[src/rtl/aha_par_pkg.sv]
// Shared types and constants for the parallel-interface target fabric.
// Pure declarations: no latency, no flow control.
package aha_par_pkg;

    localparam int PAR_DATA_WIDTH = 32;

    typedef enum logic [1:0] {
        ST_IDLE  = 2'd0,
        ST_ISSUE = 2'd1,
        ST_WAIT  = 2'd2,
        ST_RESP  = 2'd3
    } par_state_e;

    // Ceiling log2, never less than 1 so a counter always has at least one bit.
    function automatic int clog2(input int value);
        int w;
        w = 1;
        while ((1 << w) < value) begin
            w++;
        end
        return w;
    endfunction

endpackage

[src/rtl/aha_par_addr_decode.sv]
// Address-to-target decoder: combinational, zero latency, no flow control.
// valid_o is low for indices beyond NUM_TARGETS or for unpopulated targets.
module aha_par_addr_decode #(
    parameter int                     ADDR_WIDTH     = 12,
    parameter int                     TGT_ADDR_WIDTH = 10,
    parameter int                     NUM_TARGETS    = 4,
    parameter logic [NUM_TARGETS-1:0] TGT_MASK       = {NUM_TARGETS{1'b1}}
) (
    input  logic [ADDR_WIDTH-1:0]                addr_i,
    output logic [ADDR_WIDTH-TGT_ADDR_WIDTH-1:0] sel_o,
    output logic                                 valid_o
);

    localparam int SEL_W = ADDR_WIDTH - TGT_ADDR_WIDTH;

    logic [SEL_W-1:0] sel;

    assign sel   = addr_i[ADDR_WIDTH-1:TGT_ADDR_WIDTH];
    assign sel_o = sel;

    always_comb begin
        valid_o = 1'b0;
        for (int i = 0; i < NUM_TARGETS; i++) begin
            if (sel == SEL_W'(i)) begin
                valid_o = TGT_MASK[i];
            end
        end
    end

endmodule

[src/rtl/aha_par_target_mux.sv]
// Routes single-cycle parallel requests to one of NUM_TARGETS register blocks.
// Request->target 1 cycle, target response->upstream 1 cycle; requests outside IDLE are ignored.
module aha_par_target_mux
    import aha_par_pkg::*;
#(
    parameter int                     ADDR_WIDTH     = 12,
    parameter int                     TGT_ADDR_WIDTH = 10,
    parameter int                     NUM_TARGETS    = 4,
    parameter logic [NUM_TARGETS-1:0] TGT_MASK       = {NUM_TARGETS{1'b1}},
    parameter int                     TIMEOUT        = 64
) (
    input  logic                                  HCLK,
    input  logic                                  HRESETn,
    input  logic [ADDR_WIDTH-1:0]                 S_ADDR,
    input  logic                                  S_RD_EN,
    input  logic                                  S_WR_EN,
    input  logic [3:0]                            S_WR_STRB,
    input  logic [PAR_DATA_WIDTH-1:0]             S_WR_DATA,
    output logic [PAR_DATA_WIDTH-1:0]             S_RD_DATA,
    output logic                                  S_ACK,
    output logic                                  S_NACK,
    output logic [TGT_ADDR_WIDTH-1:0]             T_ADDR,
    output logic [NUM_TARGETS-1:0]                T_RD_EN,
    output logic [NUM_TARGETS-1:0]                T_WR_EN,
    output logic [3:0]                            T_WR_STRB,
    output logic [PAR_DATA_WIDTH-1:0]             T_WR_DATA,
    input  logic [PAR_DATA_WIDTH*NUM_TARGETS-1:0] T_RD_DATA,
    input  logic [NUM_TARGETS-1:0]                T_ACK,
    input  logic [NUM_TARGETS-1:0]                T_NACK,
    output logic                                  TIMEOUT_EVT
);

    localparam int SEL_W = ADDR_WIDTH - TGT_ADDR_WIDTH;
    localparam int CNT_W = clog2(TIMEOUT);
    localparam int DW    = PAR_DATA_WIDTH;

    par_state_e            state_q,     state_d;
    logic [SEL_W-1:0]      sel_q,       sel_d;
    logic                  wr_q,        wr_d;
    logic [CNT_W-1:0]      cnt_q,       cnt_d;
    logic [TGT_ADDR_WIDTH-1:0] t_addr_q, t_addr_d;
    logic [3:0]            t_strb_q,    t_strb_d;
    logic [DW-1:0]         t_wdata_q,   t_wdata_d;
    logic [NUM_TARGETS-1:0] t_rd_en_q,  t_rd_en_d;
    logic [NUM_TARGETS-1:0] t_wr_en_q,  t_wr_en_d;
    logic                  s_ack_q,     s_ack_d;
    logic                  s_nack_q,    s_nack_d;
    logic [DW-1:0]         s_rd_data_q, s_rd_data_d;
    logic                  tevt_q,      tevt_d;

    logic [SEL_W-1:0]       dec_sel;
    logic                   dec_vld;
    logic [NUM_TARGETS-1:0] dec_onehot;
    logic                   sel_ack;
    logic                   sel_nack;
    logic [DW-1:0]          sel_rdata;

    aha_par_addr_decode #(
        .ADDR_WIDTH     (ADDR_WIDTH),
        .TGT_ADDR_WIDTH (TGT_ADDR_WIDTH),
        .NUM_TARGETS    (NUM_TARGETS),
        .TGT_MASK       (TGT_MASK)
    ) u_decode (
        .addr_i  (S_ADDR),
        .sel_o   (dec_sel),
        .valid_o (dec_vld)
    );

    // Only the latched target's response lines matter; all others are masked off.
    always_comb begin
        dec_onehot = '0;
        sel_ack    = 1'b0;
        sel_nack   = 1'b0;
        sel_rdata  = '0;
        for (int i = 0; i < NUM_TARGETS; i++) begin
            if (dec_sel == SEL_W'(i)) begin
                dec_onehot[i] = 1'b1;
            end
            if (sel_q == SEL_W'(i)) begin
                sel_ack   = T_ACK[i];
                sel_nack  = T_NACK[i];
                sel_rdata = T_RD_DATA[i*DW +: DW];
            end
        end
    end

    always_comb begin
        state_d     = state_q;
        sel_d       = sel_q;
        wr_d        = wr_q;
        cnt_d       = cnt_q;
        t_addr_d    = t_addr_q;
        t_strb_d    = t_strb_q;
        t_wdata_d   = t_wdata_q;
        t_rd_en_d   = '0;
        t_wr_en_d   = '0;
        s_ack_d     = 1'b0;
        s_nack_d    = 1'b0;
        s_rd_data_d = '0;
        tevt_d      = 1'b0;

        case (state_q)
            ST_IDLE: begin
                if (S_RD_EN || S_WR_EN) begin
                    sel_d = dec_sel;
                    wr_d  = S_WR_EN;
                    if (!dec_vld) begin
                        state_d  = ST_RESP;
                        s_nack_d = 1'b1;
                    end else begin
                        state_d   = ST_ISSUE;
                        cnt_d     = '0;
                        t_addr_d  = S_ADDR[TGT_ADDR_WIDTH-1:0];
                        t_strb_d  = S_WR_STRB;
                        t_wdata_d = S_WR_DATA;
                        if (S_WR_EN) begin
                            t_wr_en_d = dec_onehot;
                        end else begin
                            t_rd_en_d = dec_onehot;
                        end
                    end
                end
            end
            ST_ISSUE, ST_WAIT: begin
                // A response in the final counted cycle still beats the timeout.
                if (sel_nack) begin
                    state_d  = ST_RESP;
                    s_nack_d = 1'b1;
                end else if (sel_ack) begin
                    state_d     = ST_RESP;
                    s_ack_d     = 1'b1;
                    s_rd_data_d = wr_q ? '0 : sel_rdata;
                end else if (cnt_q == CNT_W'(TIMEOUT - 1)) begin
                    state_d  = ST_RESP;
                    s_nack_d = 1'b1;
                    tevt_d   = 1'b1;
                end else begin
                    state_d = ST_WAIT;
                    cnt_d   = cnt_q + CNT_W'(1);
                end
            end
            default: begin
                state_d = ST_IDLE;
            end
        endcase
    end

    always_ff @(posedge HCLK or negedge HRESETn) begin
        if (!HRESETn) begin
            state_q     <= ST_IDLE;
            sel_q       <= '0;
            wr_q        <= 1'b0;
            cnt_q       <= '0;
            t_addr_q    <= '0;
            t_strb_q    <= '0;
            t_wdata_q   <= '0;
            t_rd_en_q   <= '0;
            t_wr_en_q   <= '0;
            s_ack_q     <= 1'b0;
            s_nack_q    <= 1'b0;
            s_rd_data_q <= '0;
            tevt_q      <= 1'b0;
        end else begin
            state_q     <= state_d;
            sel_q       <= sel_d;
            wr_q        <= wr_d;
            cnt_q       <= cnt_d;
            t_addr_q    <= t_addr_d;
            t_strb_q    <= t_strb_d;
            t_wdata_q   <= t_wdata_d;
            t_rd_en_q   <= t_rd_en_d;
            t_wr_en_q   <= t_wr_en_d;
            s_ack_q     <= s_ack_d;
            s_nack_q    <= s_nack_d;
            s_rd_data_q <= s_rd_data_d;
            tevt_q      <= tevt_d;
        end
    end

    assign S_RD_DATA   = s_rd_data_q;
    assign S_ACK       = s_ack_q;
    assign S_NACK      = s_nack_q;
    assign T_ADDR      = t_addr_q;
    assign T_RD_EN     = t_rd_en_q;
    assign T_WR_EN     = t_wr_en_q;
    assign T_WR_STRB   = t_strb_q;
    assign T_WR_DATA   = t_wdata_q;
    assign TIMEOUT_EVT = tevt_q;

endmodule
[config.mk]
export PLATFORM = sky130hd
export DESIGN_NAME = aha_par_target_mux
export DESIGN_NICKNAME = d
export VERILOG_FILES = /design/src/rtl/aha_par_pkg.sv /design/src/rtl/aha_par_addr_decode.sv /design/src/rtl/aha_par_target_mux.sv
export SDC_FILE = /design/constraint.sdc
export NUM_CORES = 1
export LEC_CHECK = 0
export ABC_AREA = 1
export BUFFER_PORTS_ARGS = -buffer_cell sky130_fd_sc_hd__buf_2
export CAP_MARGIN = 20
export CORE_AREA = 10 10 116 118
export CTS_CLUSTER_DIAMETER = 50
export DETAILED_ROUTE_END_ITERATION = 8
export DIE_AREA = 0 0 126 128
export PLACE_DENSITY_LB_ADDON = 0.12
export RECOVER_POWER = 50
export SETUP_SLACK_MARGIN = 0.02
export SYNTH_ARGS = -nofsm -noshare
export SYNTH_HDL_FRONTEND = slang
export SYNTH_SLANG_ARGS = --single-unit
[constraint.sdc]
create_clock -name HCLK -period 1.9 [get_ports HCLK]
set_input_delay 0 -clock HCLK [delete_from_list [all_inputs] [get_ports HCLK]]
set_output_delay 0 -clock HCLK [all_outputs]
set_load 0.05 [all_outputs]
# After elaboration in Yosys (flattened, before gate mapping)
# Cells that the tools add are included.
# word_totals
wordCells	91
output_inout_bits	89
inputBits	188
ff_bits	100
# classes
add_sub_neg	1
muxes	54
n_eq_ne	14
n_reduce_logical	9
# op_table
op	count
two-way mux 32 bit	8
two-way mux 4 bit	8
two-way mux 6 bit	5
two-way mux 1 bit	28
case mux 6 bit (2 select lines)	1
equality test 2 bit (second input constant)	5
!= test 2 bit (second input constant)	5
adder 6 x 1 -> 6 bit (second input constant)	1
equality test 2 x 1 -> 1 bit (second input constant)	3
equality test 6 bit (second input constant)	1
zero test 2 bit	3
AND reduction 6 bit	1
two-way mux 2 bit	2
case mux 2 bit (2 select lines)	1
AND reduction 3 bit	1
case mux 1 bit (2 select lines)	1
AND reduction 2 bit	1
nonzero test 2 bit	1
OR reduction 2 bit	1
logical OR 1 bit	1

# Longest topological paths before layout
# logic_depth
ltp_word	9
depth_mapped	10
mapped_depth_nobuf	10

# Hierarchy
# A second synthesis with hierarchy kept.
# hier_totals
hier_cells	483
area_unflattened_um2	4933.5
# modules_own_cells
mod	cells_each	area_per_inst_um2	instances	seq_area_each_um2
aha_par_target_mux	479	4907.2	1	2502.4
aha_par_addr_decode	4	26.3	1	0.0

# Worst setup path before layout
# OpenSTA, ideal clock, no wires.
# synth_timing
path_type	flip-flop to flip-flop
from	register state_q[0]
to	register cnt_q[3]
setup_time_ns	0.117
slack_ns	0.315
stages_incl_launch_ff	10
arrival_ns	1.468
n_path_buf	0
required_ns	1.783
synth_period_minus_slack_ns	1.585
cell_sequence	dfrtp_1 > inv_1 > ha_1 > clkinv_1 > a21oi_1 > nand2_1 > inv_2 > nand2_2 > nand2_1 > nand2_1
# synth_via
elab_chain_cells	4
word_cells_on_any_way	12
cone_classes	7 x eq/ne; 1 x mux; 4 x reduce/logical
# synth_rtl
element	line_no	source
start: declaration	aha_par_target_mux.sv:37	par_state_e state_q, state_d;
start signal: assignment	aha_par_target_mux.sv:164	state_q <= state_d;
equality test 2 x 1 -> 1 bit / equality test 2 bit (equally long branches)	aha_par_target_mux.sv:102	case (state_q)
OR reduction 2 bit	aha_par_target_mux.sv:102	
!= test 2 bit (no line) / nonzero test 2 bit (equally long branches)	n/a	
AND reduction 6 bit (no line)	n/a	
end signal: assignment	aha_par_target_mux.sv:167	cnt_q <= cnt_d;
end: declaration	aha_par_target_mux.sv:40	logic [CNT_W-1:0] cnt_q, cnt_d;
# Several ways; a longest one is shown, not always the timed one.
# A chain may end at the register's enable or synchronous reset.

# Worst setup path in the final report
# layout_timing
from	register sel_q[1]
to	register s_rd_data_q[23] (netlist: S_RD_DATA[23])
# layout_via
elab_chain_cells	9
word_cells_on_any_way	20
cone_classes	3 x eq/ne; 16 x mux; 1 x reduce/logical
# layout_rtl
element	line_no	source
start: declaration	aha_par_target_mux.sv:38	logic [SEL_W-1:0] sel_q, sel_d;
start signal: assignment	aha_par_target_mux.sv:165	sel_q <= sel_d;
zero test 2 bit	aha_par_target_mux.sv:79	if (sel_q == SEL_W'(i)) begin
two-way mux 32 bit (4 in series)	aha_par_target_mux.sv:79	
two-way mux 32 bit	aha_par_target_mux.sv:132	s_rd_data_d = wr_q ? '0 : sel_rdata;
two-way mux 32 bit	aha_par_target_mux.sv:129	end else if (sel_ack) begin
two-way mux 32 bit *	aha_par_target_mux.sv:126	if (sel_nack) begin
two-way mux 32 bit *	aha_par_target_mux.sv:102	
via s_rd_data_d[23]	aha_par_target_mux.sv:48	logic [DW-1:0] s_rd_data_q, s_rd_data_d;
end signal: assignment	aha_par_target_mux.sv:175	s_rd_data_q <= s_rd_data_d;
end: declaration	aha_par_target_mux.sv:48	
# Mark *: on every way through the listed nets, which the timed path passes. The rest lies on a longest branch.

==> out/summary.txt <==
run status - finished clean
Layout Cell Area excl Fill - 7110 sq um
initial antenna violation count - 1
Post-synth EDFFs - 0
crit path cell chain - inv_1 > nand2_1 > o22ai_1 > o21ai_0 > inv_1 > nor3_2
WL final - 17.8 mm
most used cell, CP - inv_1
WL/cell - 16.5 microns
DRC Markers - 0
Synth warnings - 0
sequential fraction of the synthesis area - 0.522
die area - 16100 sq um
setup ws final - 117 ps
Routability Congestion - 0.905
CTS H-tree depth - 3
Final Cycle Share - 0.938
simple-gate portion of the synthesized area - 0.328
Starting Density - 0.427
synth top area cells - dfrtp_1 52%, nand2_1 19%, nor2_1 4.7%, o21ai_0 4.5%, nand3_1 3.1%
FMAX - 0.561 GHz
Crit. End Element - flip-flop
critical path launch point type - flip-flop
Req. time, crit path - 2160 ps
vias in the first global route - 5396
min-delay worst type - input pin to flip-flop
RSZ-0062 raised after global routing - yes
mux cell area share after synthesis - 0
Reg2Reg Launch Point - sel_q[1]
Final min period - 1780 ps
met3 wire length - 1.79 mm
first-pass iteration count of the detailed router - 5
clock latency on the worst-skew pair - 330 ps
post-synth top area share - 0.522
syn nets - 793
first-pass GRT wire length - 28.0 mm
CTS clock-pin slew for the worst setup and hold paths - 70 ps
crit path from - sel_q[1]
chip height - 128 microns
PD cells - 1760 nW/um^2
Final Hold Violating Endpoints - 0
clk sinks - 100
worst slew pin tran - 1330 ps
leading area contributor after synthesis - dfrtp_1
via density per instance - 4.83
clock buffer depth - 2
synth cell count leaders - 247 x nand2_1, 100 x dfrtp_1, 60 x nor2_1, 43 x o21ai_0, 31 x inv_1
post-route ant nets - 0
Met1 Wirelength - 7.11 mm
Max-cap violations - 0
Final setup viols - 0
CTS Buf Count - 9
Root Buffer - clkbuf_16
share of layout cells above drive strength 1 - 0.265
fin. max-slew vios - 0
row count - 39
FF+latch count, synth - 100
top_reg_cell synth - dfrtp_1
metal2 WL - 8.49 mm
TritonCTS clock tree - done
largest net degree at the start of global routing - 56
Peak supply drop - 1160 uV
critical setup path kind - flip-flop to flip-flop
clock skew - 6.92 ps
Synth Area in Adders - 0.00784
Post-Place Setup Slack - -90.6 ps
CP max stage delay - 510 ps
distinct cell type count after synthesis - 31
P&R area growth vs syn - 48.5%
Ports - 277
initial drt markers - 286
XOR/XNOR Fraction of Synth Area - 0.00366
CP max-delay cell - dfrtp_1
Die Width - 126 microns
relative slew slack - 0.113
Synth Area in Compound Gates - 0.0771
I/O Buffers - 276
total track usage - 0.212
CORE AREA - 11200 sq um
largest family of logic cells by synthesized area - simple AND/OR/NAND/NOR gates
Max Used Layer - met4
Post-synth ARST share - 1.00
dpl hpwl - 13.7 mm
CP Max Fanout - 15
most numerous cell in the Yosys netlist - nand2_1
HP Start - T_RD_DATA[116]
fin nets - 1117
Post-Synthesis Cells - 602
total grt overflow - 0
P_leak - 3.76 nW
WP data arrival - 2040 ps
vias - 5185
syn avg cell area - 7.96 sq um
Cell Area, Placed - 6330 sq um
mapped cell area - 4790 sq um
cells in the final DEF, fill, tap and decap left out, types with 2 or more instances in the layout:
cell type / n
or2_2: 2
clkinvlp_4: 3
nor3_2: 15
dlygate4sd3_1: 53
inv_2: 2
dfrtp_1: 100
ha_1: 3
nand3_1: 30
a21oi_1: 3
nand4_4: 2
nand2_1: 247
inv_1: 30
o22ai_1: 2
clkbuf_16: 9
clkbuf_1: 88
nand2_2: 4
nor2_1: 59
o21ai_0: 43
buf_2: 187
buf_4: 10
nor3_1: 5
bufinv_16: 2
buf_12: 4
o221ai_1: 13
kinds of logic after synthesis:
family,Yosys count
adders and majority gates,3
buffers and inverters,65
xor gates and xnor gates,2
DFF,100
and+or+nand+nor,369
AOI/OAI and AO/OA,63
worst max-delay path: cells and delay by family (launching register included):
kind / cells / cell delay [ps]
flops: 1 / 510
compound gates: 2 / 340
simple gates: 2 / 590
buf+inv: 2 / 270
registers in the layout (all words and copies together), names as in the netlist:
register,cells
S_ACK,1
S_NACK,1
S_RD_DATA,32
TIMEOUT_EVT,1
T_ADDR,10
T_RD_EN,4
T_WR_DATA,32
T_WR_EN,4
T_WR_STRB,4
cnt_q,6
sel_q,2
state_q,2
wr_q,1
what timing repair did:
item / CTS / global route
setup buffers: 0 / 1
endpoints found under the hold margin: 110 / 0
hold buffers: 53 / 0
resized for setup: 0 / 2
setup endpoints to repair: 18 / 28
gates cloned: 1 / 0
stage by stage:
step | TNS (ps) | power [mW] | util | instances | hold WS, ps
global placement | 0 | 10.4 | 0.564 | 1003 | 86.9
floorplan | 0 | 8.65 | - | 602 | -296
global route | -8.94 | 13.3 | 0.634 | 1074 | 26.9
CTS | 0 | 12.7 | 0.641 | 1072 | 2.46
finish | 0 | 12.5 | 0.634 | 1074 | 8.24
detailed placement | -220 | 10.6 | 0.564 | 1003 | 83.6
final timing paths:
check | to | slack [ps] | depth (start not counted)
min in group asynchronous | T_WR_DATA[28] | 510 | 2
hold / removal | S_RD_DATA[20] | 8 | 5
max in group asynchronous | TIMEOUT_EVT | 510 | 3
setup / recovery | S_RD_DATA[23] | 120 | 6
hold reg to reg | T_ADDR[9] | 470 | 2
setup reg to reg | S_RD_DATA[23] | 120 | 6
report_power, final:
group	switching (mW)	internal, mW
Sequential	0.433	2.90
Clock	0.775	1.15
Combinational	5.50	1.75
final cells by class:
cell class	instances	area, sq um
diodes	1	2.50
clock buffers	9	225
clock inverters	6	88.8
fillers	1017	4110
inverters	34	131
multi-input cells	438	2030
flip-flops and latches	100	2500
well taps	143	179
repair buffers	343	1960
layer usage:
metal | track usage | vias up
met5 | 0 | -
met4 | 0.0723 | 0
met3 | 0.0852 | 24
met2 | 0.354 | 240
met1 | 0.242 | 2360
li1 | - | 2561
Note: power is estimated with default switching activity, not from simulation.
